### src/rtl/burst_mac.sv
`default_nettype none
// ============================================================================
// Module   : burst_mac
// Brief    : Fetches a LEN-word burst of packed multi-lane data from a
//            synchronous memory and accumulates every lane in parallel.
// Revision : 1.0 - initial release
// ============================================================================
module burst_mac #(
    parameter int DATA_W = 8,
    parameter int LANES  = 4,
    parameter int ADDR_W = 4,
    parameter int LEN    = 16,
    parameter int ACC_W  = 16
) (
    input  logic                      clk,
    input  logic                      reset,
    input  logic                      rd,
    input  logic                      act,
    output logic                      mem_re,
    output logic [ADDR_W-1:0]         mem_addr,
    input  logic [LANES*DATA_W-1:0]   mem_rdata,
    output logic                      done,
    output logic                      busy,
    output logic [LANES*ACC_W-1:0]    sum,
    output logic                      sum_valid
);

    // One extra bit so the word counter can hold LEN == 2**ADDR_W.
    localparam int                c_CNT_W = ADDR_W + 1;
    localparam logic [c_CNT_W-1:0] c_LEN  = c_CNT_W'(LEN);

    typedef enum logic [1:0] {
        S_IDLE  = 2'd0,
        S_FETCH = 2'd1,
        S_DRAIN = 2'd2,
        S_DONE  = 2'd3
    } state_t;

    state_t              r_state;
    logic [ADDR_W-1:0]   r_addr;
    logic [c_CNT_W-1:0]  r_cnt;
    logic                r_rvalid;
    logic                r_done;
    logic                r_sum_valid;
    logic                w_mem_re;
    logic                w_start;

    assign w_mem_re  = (r_state == S_FETCH) && rd && act;
    assign w_start   = (r_state == S_IDLE) && rd;

    assign mem_re    = w_mem_re;
    assign mem_addr  = r_addr;
    assign busy      = (r_state != S_IDLE);
    assign done      = r_done;
    assign sum_valid = r_sum_valid;

    always_ff @(posedge clk) begin
        if (reset) begin
            r_state     <= S_IDLE;
            r_addr      <= '0;
            r_cnt       <= '0;
            r_rvalid    <= 1'b0;
            r_done      <= 1'b0;
            r_sum_valid <= 1'b0;
        end else begin
            r_rvalid <= w_mem_re;
            r_done   <= 1'b0;
            case (r_state)
                S_IDLE: begin
                    if (rd) begin
                        r_state     <= S_FETCH;
                        r_addr      <= '0;
                        r_cnt       <= '0;
                        r_sum_valid <= 1'b0;
                    end
                end
                S_FETCH: begin
                    if (w_mem_re) begin
                        r_addr <= r_addr + ADDR_W'(1);
                        r_cnt  <= r_cnt + c_CNT_W'(1);
                        if (r_cnt + c_CNT_W'(1) == c_LEN) begin
                            r_state <= S_DRAIN;
                        end
                    end
                end
                S_DRAIN: begin
                    // Last word lands this cycle; result is final on exit.
                    r_state     <= S_DONE;
                    r_done      <= 1'b1;
                    r_sum_valid <= 1'b1;
                end
                S_DONE: begin
                    r_state <= S_IDLE;
                end
                default: begin
                    r_state <= S_IDLE;
                end
            endcase
        end
    end

    for (genvar gi = 0; gi < LANES; gi++) begin : g_lane
        logic [ACC_W-1:0] r_acc;

        always_ff @(posedge clk) begin
            if (reset || w_start) begin
                r_acc <= '0;
            end else if (r_rvalid) begin
                r_acc <= r_acc + ACC_W'(mem_rdata[gi*DATA_W +: DATA_W]);
            end
        end

        assign sum[gi*ACC_W +: ACC_W] = r_acc;
    end

endmodule
`default_nettype wire

### config.mk
export PLATFORM = sky130hd
export DESIGN_NAME = burst_mac
export DESIGN_NICKNAME = d
export VERILOG_FILES = /design/src/rtl/burst_mac.sv
export SDC_FILE = /design/constraint.sdc
export NUM_CORES = 1
export LEC_CHECK = 0
export CORE_AREA = 2 2 99 101
export DETAILED_ROUTE_END_ITERATION = 10
export DIE_AREA = 0 0 101 103
export PLACE_DENSITY = 0.87
export SLEW_MARGIN = 15
export SYNTH_ARGS = -nofsm -noshare
export SYNTH_HDL_FRONTEND = slang
export SYNTH_SLANG_ARGS = --single-unit
export TNS_END_PERCENT = 1
### constraint.sdc
create_clock -name clk -period 2.6 [get_ports clk]
set_clock_uncertainty 0.1 [all_clocks]
set_input_delay 0.52 -clock clk [delete_from_list [all_inputs] [get_ports clk]]
set_output_delay 0.52 -clock clk [all_outputs]
set_load 0.05 [all_outputs]
==> flow_metrics.py <==
metrics = {
    "final_layout": {
        "area_growth_pct": 34.8,
        "num-fill-cells": 771,
        "antenna_cells": 0,
        "layout_common_cells": "clkdlybuf4s50_1 (105), dfxtp_1 (77), nor2_1 (64)",
        "nets": 747,
        "final_common_cell": "clkdlybuf4s50_1",
        "final_layout_size_suffix_gt1_share_pct": 8.15,
    },
    "die": {
        "dieHeight_um": 103,
        "floorplan.initialDensity_pct": 49.0,
        "die_w_um": 101,
        "coreArea_um2": 9460,
        "num_io_pins": 108,
        "num_rows": 36,
        "dieArea_um2": 10400,
    },
    "detailed_routing": {
        "ant_nets": 0,
        "vias": 4485,
        "firstDrtPassIters": 5,
        "viasPerCell": 5.68,
        "drtIter0Drc": 127,
        "drt-total-wl_um": 11900,
        "post-route-drc-count": 0,
        "wire_per_inst_um": 15.0,
    },
    "grt": {
        "grt_pass1_vias": 4398,
        "antenna_found_initial": 0,
        "grt_start_max_net_pins": 32,
        "grt_pass1_wl_um": 19500,
        "grt_usage_pct": 23.1,
        "grt_overflow": 0,
    },
    "power": {
        "p_leak_nw": 2.39,
        "ir_worst_vdd_mv": 0.546,
        "power_mw": 3.30,
        "power_density_nw_per_um2": 529,
    },
    "yosys": {
        "syn_nets": 616,
        "yosysTopAreaCell": "dfxtp_1",
        "ys_seq_elements": 78,
        "synth_ff_type": "dfxtp_1",
        "synth_edf_count": 0,
        "synthTopCellsByArea": "dfxtp_1 (34%), ha_1 (10%), nor2_1 (5.2%), xor2_1 (5.1%), mux2i_1 (3.9%)",
        "synth.distinct_cells": 50,
        "yosysWarnings": 0,
        "async_reset_ff_share_pct": 0,
        "syn_area_um2": 4630,
        "synth.avg_cell_area_um2": 8.59,
        "seq_area_frac_synth_pct": 33.7,
        "syn_inst": 539,
        "synth_top_area_share_pct": 33.7,
    },
    "timing": {
        "setup_viol": 0,
        "slew_headroom_pct": 64.8,
        "slew_violations": 0,
        "rsz0062_at_grt": "no",
        "hold_violations": 0,
        "worst_pin_slew_ns": 0.526,
        "layout_worst_path_cycle_share_pct": 92.9,
        "max_freq_mhz": 414,
        "timing.final.ws_setup_ns": 0.185,
        "min_period_ns": 2.42,
    },
    "placed_design": {
        "place_ws_ns": -0.161,
        "place.gp.congestion": 0.881,
        "io_buffers": 107,
        "post-dp-hpwl_um": 8700,
    },
    "critical_path": {
        "cp_num_buf_inv": 1,
        "worstPathCellList": "clkdlybuf4s50_1, ha_1, fa_1, a211oi_1, o21ai_0, a2111oi_0, or3_1",
        "cp-start-kind": "input port",
        "arrival_ns": 2.61,
        "worstSetupEndpointType": "flip-flop",
        "required_ns": 2.80,
        "path_delay_family": "compound AO/OA/AOI/OAI gates",
        "slowest_stage": "clkdlybuf4s50_1",
        "critPathMaxFanout": 2,
        "setup.worst_path.class": "input port to flip-flop",
        "slowest_delay_ns": 0.40,
    },
    "worst_hold_path": {
        "min_path_type": "flip-flop to flip-flop",
    },
    "job": {
        "max-cap-violations": 0,
    },
    "clock_network": {
        "insertion_delay_ns": 0.36,
        "cts-root-buf": "clkbuf_8",
        "cts_setup_buffers": 0,
        "cts.sinks": 78,
        "path_clk_slew_ns": 0.08,
        "cts.htree.levels": 3,
        "cts_buffers": 9,
        "cts_max_path_buffers": 2,
        "cts_tree": "yes",
    },
    "status": {
        "status": "finished clean",
    },
}
-- layout make-up --
class	instances	area [um^2]	share of cell area, %
inverter	11	41.3	0.661
timing repair buffer	135	1290	20.7
clock inverter	4	95.1	1.52
sequential	78	1560	25.0
clock buffer	12	135	2.16
tap	114	143	2.29
multi-input combinational	435	2970	47.6
-- cell usage after synthesis, types with 3 or more instances --
| master | n |
|---|---|
| ha_1 | 37 |
| fa_1 | 4 |
| nor2_1 | 64 |
| a211oi_1 | 13 |
| a21oi_1 | 32 |
| dfxtp_1 | 78 |
| o21a_1 | 9 |
| o211ai_1 | 12 |
| o21ai_0 | 30 |
| nand2_1 | 34 |
| nand2b_1 | 13 |
| or4_1 | 3 |
| xnor2_1 | 13 |
| a21o_1 | 6 |
| a21boi_0 | 3 |
| mux2i_1 | 18 |
| clkbuf_1 | 5 |
| buf_1 | 4 |
| nand4_1 | 14 |
| xor2_1 | 27 |
| buf_2 | 6 |
| nor3_1 | 8 |
| nor4b_1 | 4 |
| nor2b_1 | 4 |
| and3_1 | 10 |
| inv_1 | 11 |
| nand3_1 | 30 |
| nand3b_1 | 16 |
-- stage by stage --
stage,hold slack (ns),cell area [um^2],instances,setup TNS [ns],utilization [%]
after floorplan,0.364,4630,539,0,-
after global placement,0.357,6010,773,-0.645,63.5
after detailed placement,0.361,6010,773,-1.52,63.5
after CTS,0.380,6240,789,0,66.0
after global routing,0.417,6240,789,0,66.0
final,0.379,6240,789,0,66.0
-- flip-flops by register name, summed over array words and instances (netlist names) --
| register | flops |
|---|---|
| g_lane.r_acc | 64 |
| done | 1 |
| mem_addr | 4 |
| r_state | 2 |
| r_rvalid | 1 |
| r_cnt | 5 |
| sum_valid | 1 |
-- timing repair --
| item | CTS | global route |
|---|---|---|
| setup endpoints to repair | 0 | 2 |
| endpoints found under the hold margin | 0 | 0 |
| gates resized for setup | 0 | 2 |
| hold buffers | 0 | 0 |
-- metal layers --
| metal | global-route usage [%] | part of all wire (%) | up-vias |
|---|---|---|---|
| met3 | 3.46 | 5.4 | 16 |
| met4 | 9.56 | 1.6 | 0 |
| li1 | - | - | 2228 |
| met1 | 27.8 | 42 | 2103 |
| met5 | 0 | 0 | - |
| met2 | 41.5 | 51 | 138 |
-- worst register-to-register path, delay by kind of cell (launching register included) --
family,cells,cell delay (ns)
compound gates,3,0.91
flops,1,0.33
simple gates,1,0.17
fa+ha+maj,2,0.60
-- cell families (layout without fill, tap and decap cells) --
family          after synthesis  in the layout  synth area share [%]
buf+inv                      26            162                  2.27
xor+xnor                     40             40                  7.57
fa+ha+maj                    41             41                  11.7
mux                          18             18                  3.89
flops                        78             78                  33.7
simple gates                212            212                  23.5
compound gates              124            124                  17.4
-- where the power goes --
| group | internal, mW | total, mW | switching, mW | leakage [nW] |
|---|---|---|---|---|
| Combinational | 0.356 | 0.938 | 0.582 | 1.64 |
| Clock | 0.638 | 1.09 | 0.448 | 0.115 |
| Sequential | 1.24 | 1.28 | 0.0376 | 0.629 |
| Total | 2.23 | 3.30 | 1.07 | 2.39 |
-- path summary, 6_finish.rpt --
| path | slack (ns) | depth (start not counted) | startpoint | endpoint |
|---|---|---|---|---|
| worst max-delay path | 0.18 | 7 | mem_rdata[24] | g_lane[3].r_acc[6] |
| worst min register to register | 0.38 | 2 | g_lane[2].r_acc[15] | g_lane[2].r_acc[15] |
| worst max register to register | 0.45 | 6 | g_lane[3].r_acc[0] | g_lane[3].r_acc[6] |
| worst min-delay path | 0.38 | 2 | g_lane[2].r_acc[15] | g_lane[2].r_acc[15] |
Note: power is estimated with default switching activity, not from simulation.
